===== src/rtl/scan_pkg.sv =====
// Shared types and helpers for the scan transmit path.
// State encoding, counter sizing and bit-order selection.
package scan_pkg;

  typedef enum logic [1:0] {
    IDLE,
    SHIFT,
    LOAD
  } state_t;

  localparam int DEF_WIDTH = 8;
  localparam int DEF_DIV   = 4;

  function automatic int cnt_w(input int n);
    return (n > 1) ? $clog2(n) : 1;
  endfunction

  localparam int DEF_PW = cnt_w(DEF_DIV);
  localparam int DEF_BW = cnt_w(DEF_WIDTH);

  function automatic logic pick_bit(
    input logic msb_first,
    input logic msb,
    input logic lsb
  );
    return msb_first ? msb : lsb;
  endfunction

endpackage


===== src/rtl/scan_chain_tx_tick.sv =====
// Scan bit-period phase counter.
// Runs 0..DIV-1 while enabled and wraps back to 0 on the tick.
module scan_tick_gen
  import scan_pkg::*;
#(
  parameter int DIV = 4,
  parameter int PW  = cnt_w(DIV)
) (
  input  logic          clk,
  input  logic          rstn,
  input  logic          i_en,
  output logic [PW-1:0] o_phase,
  output logic          o_half,
  output logic          o_tick
);

  localparam logic [PW-1:0] LAST = PW'(DIV - 1);
  localparam logic [PW-1:0] HALF = PW'(DIV / 2);

  logic [PW-1:0] r_phase;

  assign o_phase = r_phase;
  assign o_tick  = (r_phase == LAST);
  assign o_half  = (r_phase >= HALF);

  always_ff @(posedge clk or negedge rstn) begin
    if (!rstn) begin
      r_phase <= '0;
    end else if (i_en) begin
      r_phase <= o_tick ? '0 : r_phase + 1'b1;
    end
  end

endmodule


===== src/rtl/scan_chain_tx.sv =====
// Serial scan transmitter: shifts a word out on clk/en/data,
// then closes the frame with a DIV-cycle active-low load strobe.
module scan_chain_tx
  import scan_pkg::*;
#(
  parameter int WIDTH     = 8,
  parameter int DIV       = 4,
  parameter int MSB_FIRST = 1
) (
  input  logic             clk,
  input  logic             rstn,
  input  logic [WIDTH-1:0] data_in,
  input  logic             valid_in,
  output logic             ready_out,
  output logic             scan_clk_out,
  output logic             scan_en_out,
  output logic             scan_data_out,
  output logic             load_n_out,
  output logic             busy_out
);

  localparam int PW = cnt_w(DIV);
  localparam int BW = cnt_w(WIDTH);

  localparam logic [PW-1:0] MID  = PW'(DIV / 2 - 1);
  localparam logic [BW-1:0] LBIT = BW'(WIDTH - 1);
  localparam logic          MSBF = (MSB_FIRST != 0);

  state_t           r_state, w_state_nxt;
  logic [WIDTH-1:0] r_sh, w_sh_nxt, w_sh_adv;
  logic [BW-1:0]    r_bit, w_bit_nxt;
  logic             r_sclk, w_sclk_nxt;
  logic             r_sen, w_sen_nxt;
  logic             r_sdat, w_sdat_nxt;
  logic             r_ldn, w_ldn_nxt;

  logic [PW-1:0]    w_phase;
  logic             w_half;
  logic             w_tick;

  scan_tick_gen #(
    .DIV (DIV)
  ) u_tick (
    .clk     (clk),
    .rstn    (rstn),
    .i_en    (r_state != IDLE),
    .o_phase (w_phase),
    .o_half  (w_half),
    .o_tick  (w_tick)
  );

  assign w_sh_adv = MSBF ? (r_sh << 1) : (r_sh >> 1);

  // Outputs are registered from next-state values so each one
  // lines up with the state/phase it belongs to.
  always_comb begin
    w_state_nxt = r_state;
    w_sh_nxt    = r_sh;
    w_bit_nxt   = r_bit;
    w_sclk_nxt  = 1'b0;
    w_sen_nxt   = 1'b0;
    w_sdat_nxt  = 1'b0;
    w_ldn_nxt   = 1'b1;
    unique case (1'b1)
      (r_state == IDLE): begin
        if (valid_in) begin
          w_state_nxt = SHIFT;
          w_sh_nxt    = data_in;
          w_bit_nxt   = '0;
          w_sen_nxt   = 1'b1;
          w_sdat_nxt  = pick_bit(MSBF,
                          data_in[WIDTH-1],
                          data_in[0]);
        end
      end
      (r_state == SHIFT): begin
        w_sen_nxt  = 1'b1;
        w_sdat_nxt = r_sdat;
        if (w_tick) begin
          if (r_bit == LBIT) begin
            w_state_nxt = LOAD;
            w_sen_nxt   = 1'b0;
            w_ldn_nxt   = 1'b0;
          end else begin
            w_bit_nxt  = r_bit + 1'b1;
            w_sh_nxt   = w_sh_adv;
            w_sdat_nxt = pick_bit(MSBF,
                           w_sh_adv[WIDTH-1],
                           w_sh_adv[0]);
          end
        end else begin
          w_sclk_nxt = w_half || (w_phase == MID);
        end
      end
      (r_state == LOAD): begin
        w_sdat_nxt = r_sdat;
        if (w_tick) begin
          w_state_nxt = IDLE;
          w_sdat_nxt  = 1'b0;
        end else begin
          w_ldn_nxt = 1'b0;
        end
      end
      default: begin
        w_state_nxt = IDLE;
      end
    endcase
  end

  always_ff @(posedge clk or negedge rstn) begin
    if (!rstn) begin
      r_state <= IDLE;
      r_sh    <= '0;
      r_bit   <= '0;
      r_sclk  <= 1'b0;
      r_sen   <= 1'b0;
      r_sdat  <= 1'b0;
      r_ldn   <= 1'b1;
    end else begin
      r_state <= w_state_nxt;
      r_sh    <= w_sh_nxt;
      r_bit   <= w_bit_nxt;
      r_sclk  <= w_sclk_nxt;
      r_sen   <= w_sen_nxt;
      r_sdat  <= w_sdat_nxt;
      r_ldn   <= w_ldn_nxt;
    end
  end

  assign ready_out     = (r_state == IDLE);
  assign busy_out      = (r_state != IDLE);
  assign scan_clk_out  = r_sclk;
  assign scan_en_out   = r_sen;
  assign scan_data_out = r_sdat;
  assign load_n_out    = r_ldn;

endmodule

===== config.mk =====
export PLATFORM = sky130hd
export DESIGN_NAME = scan_chain_tx
export DESIGN_NICKNAME = d
export VERILOG_FILES = /design/src/rtl/scan_pkg.sv /design/src/rtl/scan_chain_tx_tick.sv /design/src/rtl/scan_chain_tx.sv
export SDC_FILE = /design/constraint.sdc
export NUM_CORES = 1
export LEC_CHECK = 0
export BUFFER_PORTS_ARGS = -buffer_cell sky130_fd_sc_hd__buf_2
export CELL_PAD_IN_SITES_DETAIL_PLACEMENT = 1
export CELL_PAD_IN_SITES_GLOBAL_PLACEMENT = 1
export CORE_ASPECT_RATIO = 0.8
export CORE_MARGIN = 2
export CORE_UTILIZATION = 42
export CTS_CLUSTER_DIAMETER = 120
export DETAILED_ROUTE_END_ITERATION = 12
export HOLD_SLACK_MARGIN = 0.06
export PLACE_DENSITY_LB_ADDON = 0.3
export SLEW_MARGIN = 25
export SYNTH_ARGS = -nofsm -noshare
export SYNTH_HDL_FRONTEND = slang
export SYNTH_HIERARCHICAL = 1
export SYNTH_SLANG_ARGS = --single-unit

===== constraint.sdc =====
create_clock -name clk -period 2.26 [get_ports clk]
set_input_delay 0.339 -clock clk [delete_from_list [all_inputs] [get_ports clk]]
set_output_delay 0.339 -clock clk [all_outputs]
set_load 0.03 [all_outputs]

## Yosys cells after proc, flatten, opt, wreduce, memory -nomap -nowiden

Cells that the tools add are included.
Widths: inputs -> output; s select.

| word-level totals | value |
|---|---|
| input port bits | 11 |
| output and inout bits | 6 |
| word-level logic and storage cells | 55 |
| register bits | 18 |

| operators by class | value |
|---|---|
| reduce and logical (&&, ||, !) cells | 7 |
| equal/unequal tests | 10 |
| order comparisons | 1 |
| multiplexer cells | 27 |
| add/subtract/negate cells | 2 |

Operators with widths:

| kind | count |
|---|---|
| $mux 7 | 3 |
| $pmux 7 s2 | 1 |
| $mux 1 | 10 |
| $mux 2 | 5 |
| $mux 3 | 3 |
| $reduce_and 4->1 | 2 |
| $ne 2x1->1 const B | 3 |
| $pmux 2 s3 | 1 |
| $pmux 3 s2 | 1 |
| $eq 2x1->1 const B | 2 |
| $eq 2x2->1 const B | 2 |
| $ne 2x2->1 const B | 2 |
| $pmux 1 s2 | 2 |
| $reduce_bool 2->1 | 2 |
| $add 3x1->3 const B | 1 |
| $eq 3x3->1 const B | 1 |
| $pmux 1 s3 | 1 |
| $reduce_and 3->1 | 1 |
| $add 2x1->2 const B | 1 |
| $ge 2x2->1 const B | 1 |
| $logic_not 2->1 | 1 |
| $logic_or 1x1->1 | 1 |

## Depth between registers and ports, before layout

Gate-level depths: netlist of run 1.

| depth | value |
|---|---|
| word-level depth | 4 |
| mapped depth | 7 |
| mapped depth without buffers | 5 |

## Modules after synthesis

The synthesis of run 1 kept the hierarchy.

By module, submodules not included:

| module | cells each | sequential area each (um2) | instances | area each (um2) |
|---|---|---|---|---|
| scan_chain_tx | 76 | 401.6 | 1 | 864.6 |
| scan_tick_gen | 10 | 50.0 | 1 | 112.6 |

## Least setup slack after synthesis of run 1

No wires, ideal clock.

| timing | value |
|---|---|
| path type | register -> register |
| from | reg r_state[1] |
| to | reg r_bit[0] |
| period minus slack after synthesis | 1.959 ns |
| setup slack | 0.301 ns |
| arrival time | 1.834 ns |
| setup time | 0.125 ns |
| stages on the path, launching flop included | 6 |
| data required time | 2.135 ns |
| buffers on the path | 0 |
| cells stage by stage | dfrtp_1 inv_1 ha_1 nor2_1 a211oi_4 mux2_2 |

| on the way | value |
|---|---|
| cells in the longest elaborated chain, start to end | 3 |
| elaborated cells on any way between the ends | 8 |
| classes of those cells | eq/ne (4); mux (1); reduce/logical (3) |

Ends and longest elaborated chain:

| item | RTL line | text |
|---|---|---|
| from (decl) | scan_chain_tx.sv:29 | `state_t r_state, w_state_nxt;` |
| from (signal assigned) | scan_chain_tx.sv:120 | `r_state <= w_state_nxt;` |
| $logic_not 2->1 * | -- |  |
| named net ready_out | scan_chain_tx.sv:14 | `output logic ready_out,` |
| $ne 2x2->1 (no source line) or $reduce_bool 2->1 (tied branches) | -- |  |
| $reduce_and 4->1 (no source line) | -- |  |
| to (signal assigned) | scan_chain_tx.sv:122 | `r_bit <= w_bit_nxt;` |
| to (decl) | scan_chain_tx.sv:31 | `logic [BW-1:0] r_bit, w_bit_nxt;` |

The timed path passes the listed nets; every way through them passes the cells marked *.
A chain may end at the register's enable or synchronous reset.

## Worst setup path after layout of run 1

| timing | value |
|---|---|
| from | reg r_bit[0] |
| to | reg r_sh[4] |

| on the way | value |
|---|---|
| cells in the longest elaborated chain, start to end | 3 |

Ends and longest elaborated chain:

| item | RTL line | text |
|---|---|---|
| $eq 3x3->1 | scan_chain_tx.sv:80 | `if (r_bit == LBIT) begin` |
| $ne 2x2->1 (no source line) | -- |  |
| $reduce_and 4->1 (no source line) | -- |  |
| to (signal assigned) | scan_chain_tx.sv:121 | `r_sh <= w_sh_nxt;` |
| to (decl) | scan_chain_tx.sv:30 | `logic [WIDTH-1:0] r_sh, w_sh_nxt, w_sh_adv;` |

Every way passes these cells.

==> impl_metrics.toml, run 1 <==
[sta]
fin_crit_sh_pct = 89.4
slew_viol_final = 0
finalHoldViolations = 0
fin_worst_skew_ns = 0.00273
fin_crit_ns = 2.02
tns_ns = 0
setup_violations = 0
rsz0062_at_grt = "no"
slew_headroom_pct = 68.3
tightest_slew_ns = 0.474
setup_ws_ns = 0.240
fmax_mhz = 495

[detailed_routing]
post_drt_wl_per_cell_um = 14.5
vias_per_cell = 5.09
drt_pass1_iterations = 3
finalWirelength_mm = 1.91
drtIter0Drc = 7
ant_nets = 0
drc = 0
vias = 672

[setup_path]
crit_path_max_fanout = 9
r2r_slack_ns = 0.24
end_kind = "flip-flop"
reg2reg_depth = 5
worstPathRequired_ns = 2.45
endpoint = "r_sh[4]"
timing.rr.start = "r_bit[0]"
crit_path_start = "r_bit[0]"
timing.rr.end = "r_sh[4]"
cp.arrival_ns = 2.21
worstSetupStartpointType = "flip-flop"
timing_worst_setup_path_type = "reg -> reg"

[place]
io_buffer_count = 16
dp_slack_ns = 0.225
gp_congestion = 0.707
dp_hpwl_mm = 1.45

[cts]
clk_path_buf_depth = 2
clk_latency_ns = 0.29
clockRootBuffer = "clkbuf_4"
clk_pin_slew_ns = 0.10
cts_sinks = 18
h-tree-depth = 1
cts_resized = 0
cts_tree = "yes"
cts_buffers = 3

[logic_synthesis]
synth-main-ff-cell = "dfrtp_1"
synth_cells = 86
synth_area_um2 = 977
synth_nets = 105
synth_top_cell_by_area = "dfrtp_1"
ys_types = 26
synth_edf_count = 0
yosys_warnings = 6
async_reset_ff_share_pct = 100
synth_area_per_cell_um2 = 11.4
synth-seq-cells = 18
yosys.area.top_type_share_pct = 43.5
synth-seq-area-share_pct = 46.2
synth.area.top_cells = "dfrtp_1, mux2_2, ha_1"

[power_and_ir_drop]
leakage_nw = 0.557
pwr_density_cell_nw_per_um2 = 1420
power_frac_comb_pct = 53.3
ir_drop_mv = 0.740
p_switching_mw = 0.641
p_total_mw = 1.62
p_int_mw = 0.977
swShare_pct = 39.6
p_seq_share_pct = 34.5
clkPwrFrac_pct = 12.2

[global_routing]
grt_pass1_vias = 709
grt.total_usage_pct = 16.7
grt_start_max_net_pins = 19
grt-ovfl-total = 0
antenna_found_initial = 0
grt_pass1_wl_mm = 3.35

[floorplanning]
ios = 17
rows = 15
start_util_pct = 44.9
coreArea_um2 = 2180
die_w_um = 57.9
die_area_um2 = 2730
die_h_um = 47.1

[layout]
syn_to_final_growth_pct = 16.6
layout_common_cells = "dfrtp_1, buf_2, mux2_2, inv_1"
fillerInstances = 251
n_antenna_cell = 0
fin_util_pct = 52.4
nets = 127
drive_gt1_share_pct = 37.4
final_common_cell = "dfrtp_1"

[min_path]
hp-class = "in -> reg"
hold_path.startpoint = "data_in[0]"

[flow_run]
cap_violations = 0

[run_status]
status = "completed"
==> stage by stage <==
step                instance area [um2]  instances  hold WS, ns
floorplan                           977         86       0.0434
CTS                                1140        132        0.292
detailed placement                 1090        127        0.296
finish                             1140        132        0.299
global route                       1140        132        0.295
global placement                   1090        127        0.290
==> Yosys cell counts (2+ instances only) <==
cell type  count
nor2_1         3
mux2_2        14
dfrtp_1       17
inv_1         10
ha_1           8
mux2i_1        3
a21oi_1        2
nand2_1        8
buf_2          2
o21ai_0        3
==> area by class of cell <==
type	instances	area, um2	area share, %
Timing Repair Buffer	19	105	9.22
Clock buffer	4	36.3	3.18
Inverter	10	37.5	3.29
Multi-Input combinational cell	56	478	41.9
Tap cell	25	31.3	2.74
Sequential cell	18	452	39.6
==> kinds of logic (layout without fill, tap and decap cells) <==
kind of cell / after synthesis / count (layout) / synth area share [%]
flip-flops: 18 / 18 / 46.2
AND/OR/NAND/NOR: 21 / 21 / 11.1
buffers and inverters: 12 / 33 / 4.87
AO/OA/AOI/OAI: 10 / 10 / 8.32
adder cells (fa/ha/maj): 8 / 8 / 10.2
multiplexers: 17 / 17 / 19.2
==> registers in the layout, summed over array words and instances, names as in the netlist <==
signal          cells
load_n_out          1
r_bit               3
r_sh                7
r_state             2
scan_clk_out        1
scan_data_out       1
scan_en_out         1
u_tick/o_phase      2
==> layer usage <==
layer  track usage (%)  wire length (um)
met1              23.3               976
met2              25.2               836
met3              5.79                85
met4              4.19                14
met5                 0                 0
==> worst max-delay path, stage by stage, from the launching register on <==
cell and delay [ns]:
dfrtp_1 0.41, ha_1 0.22, ha_1 0.21, nand2b_1 0.18, a211oi_4 0.49, mux2_2 0.39
==> power groups by stage <==
stage / clock [mW] / sequential [mW] / combinational, mW
after floorplan: 0 / 0.609 / 0.606
after global placement: 0 / 0.555 / 0.845
after detailed placement: 0 / 0.569 / 0.875
after CTS: 0.207 / 0.561 / 0.879
after global routing: 0.221 / 0.577 / 0.961
final: 0.197 / 0.558 / 0.863
==> timing repair <==
item,CTS,global route
buffers inserted,0,0
hold buffers,1,0
hold endpoints to repair,17,0
setup endpoints to repair,0,0
==> how the worst min path moves through the flow <==
| stage | depth (start not counted) | to | slack (ns) |
|---|---|---|---|
| floorplan | 0 | r_bit[0] | 0.04 |
| global placement | 1 | scan_clk_out | 0.29 |
| detailed placement | 1 | scan_clk_out | 0.30 |
| CTS | 3 | r_sh[0] | 0.29 |
| global route | 3 | r_sh[0] | 0.30 |
| finish | 3 | r_sh[0] | 0.30 |
(Power assumes the default switching activity.)
==> inputs of run 2 (changes only) <==
CELL_PAD_IN_SITES_DETAIL_PLACEMENT = default   (was 1)
CELL_PAD_IN_SITES_GLOBAL_PLACEMENT = default   (was 1)
CORE_UTILIZATION = 53   (was 42)
==> impl_metrics.toml, run 2 (synthesis gave the netlist of run 1 again) <==
[power_and_ir_drop]
p_int_mw = 0.990
leakage_nw = 0.561
power_frac_comb_pct = 53.4
pwr_density_cell_nw_per_um2 = 1430
p_switching_mw = 0.651
swShare_pct = 39.7
clkPwrFrac_pct = 12.1
p_total_mw = 1.64
p_seq_share_pct = 34.5
ir_drop_mv = 0.864

[floorplanning]
start_util_pct = 58.3
ios = 17
die_w_um = 52.0
die_h_um = 42.4
rows = 13
die_area_um2 = 2210
coreArea_um2 = 1680

[place]
gp_congestion = 0.810
io_buffer_count = 16
dpl-instance-area_um2 = 1100
dp_hpwl_mm = 1.38
dp_slack_ns = 0.219
placed_cells = 125

[setup_path]
r2r_slack_ns = 0.20
timing.rr.end = "r_bit[0]"
worstPathRequired_ns = 2.44
crit_path_max_fanout = 6
worstSetupStartpointType = "flip-flop"
reg2reg_depth = 6
cp.arrival_ns = 2.25
timing_worst_setup_path_type = "reg -> reg"
end_kind = "flip-flop"
timing.rr.start = "r_bit[0]"

[global_routing]
grt.total_usage_pct = 19.1
grt_pass1_wl_mm = 3.11
antenna_found_initial = 0
grt_pass1_vias = 706
grt_start_max_net_pins = 19
grt-ovfl-total = 0

[sta]
tns_ns = 0
rsz0062_at_grt = "no"
fin_crit_sh_pct = 91.3
fin_crit_ns = 2.06
hold_ws_ns = 0.313
fin_worst_skew_ns = 0.00617
slew_headroom_pct = 73.5
tightest_slew_ns = 0.397
fmax_mhz = 485
slew_viol_final = 0
finalHoldViolations = 0
setup_violations = 0
setup_ws_ns = 0.197

[cts]
cts_buffers = 3
clk_pin_slew_ns = 0.11
cts_resized = 0
clk_path_buf_depth = 2
cts_sinks = 18
post_cts_buffers = 0
hold_buffers = 1
cts_tree = "yes"
clk_latency_ns = 0.29
clockRootBuffer = "clkbuf_4"
h-tree-depth = 1

[layout]
layout_common_cells = "dfrtp_1, buf_2, mux2_2, inv_1"
fin_util_pct = 68.3
stdcell_area_um2 = 1140
largest_register = "r_sh"
finalNonFillerCells = 130
drive_gt1_share_pct = 38.0
final_common_cell = "dfrtp_1"
nets = 128
syn_to_final_growth_pct = 17.0
largest_reg_flops = 7
top_regs = "r_sh: 7 flops, r_bit: 3 flops"
n_antenna_cell = 0

[min_path]
hold_path_depth = 3
hp-class = "in -> reg"
hold_path.startpoint = "valid_in"
hold_path_end = "scan_en_out"

[detailed_routing]
drtIter0Drc = 5
drc = 0
ant_nets = 0
finalWirelength_mm = 1.82
vias_per_cell = 5.24
drt_pass1_iterations = 4
post_drt_wl_per_cell_um = 14.0
vias = 681

[flow_run]
cap_violations = 0

[run_status]
status = "completed"
-- run 2: changes by cell type in the layout (fill, tap and decap cells not counted) --
| cell | change |
|---|---|
| buf_4 | +1 |
-- run 2: area by class of cell --
cell class	instances	area (um2)
multi-input combinational	56	478
sequential	18	452
fill	132	532
tap	22	27.5
inverter	10	37.5
clock buffer	4	36.3
timing repair buffer	20	113
-- run 2: worst max path at each step --
stage	from	endpoint	slack [ns]	cells past startpoint
global placement	r_bit[0]	r_bit[0]	0.29	6
floorplan	r_state[1]	r_bit[0]	0.30	5
global route	r_bit[0]	r_bit[0]	0.1	6
detailed placement	r_bit[0]	r_sh[4]	0.22	6
finish	r_bit[0]	r_bit[0]	0.20	6
CTS	r_bit[0]	r_sh[4]	0.20	6
-- run 2: power groups by stage --
stage	Sequential, mW	Clock [mW]	Combinational (mW)
6_report	0.567	0.199	0.876
3_5_place_dp	0.572	0	0.875
4_1_cts	0.568	0.201	0.880
3_3_place_gp	0.557	0	0.844
2_1_floorplan	0.609	0	0.606
5_1_grt	0.589	0.216	0.960
-- run 2: worst max-delay path, cell delays in order, from the launching register on --
cell      delay [ns]
dfrtp_1         0.42
ha_1            0.23
ha_1            0.21
nand2b_1        0.18
a211oi_4        0.36
buf_4           0.22
mux2_2          0.34
-- run 2: metal layers --
metal / global-route usage (%) / vias up / wire (um)
li1: - / 335 / -
met1: 22.7 / 327 / 823
met4: 4.21 / 0 / 25
met5: 0 / - / 0
met3: 6.79 / 4 / 73
met2: 32.9 / 15 / 899
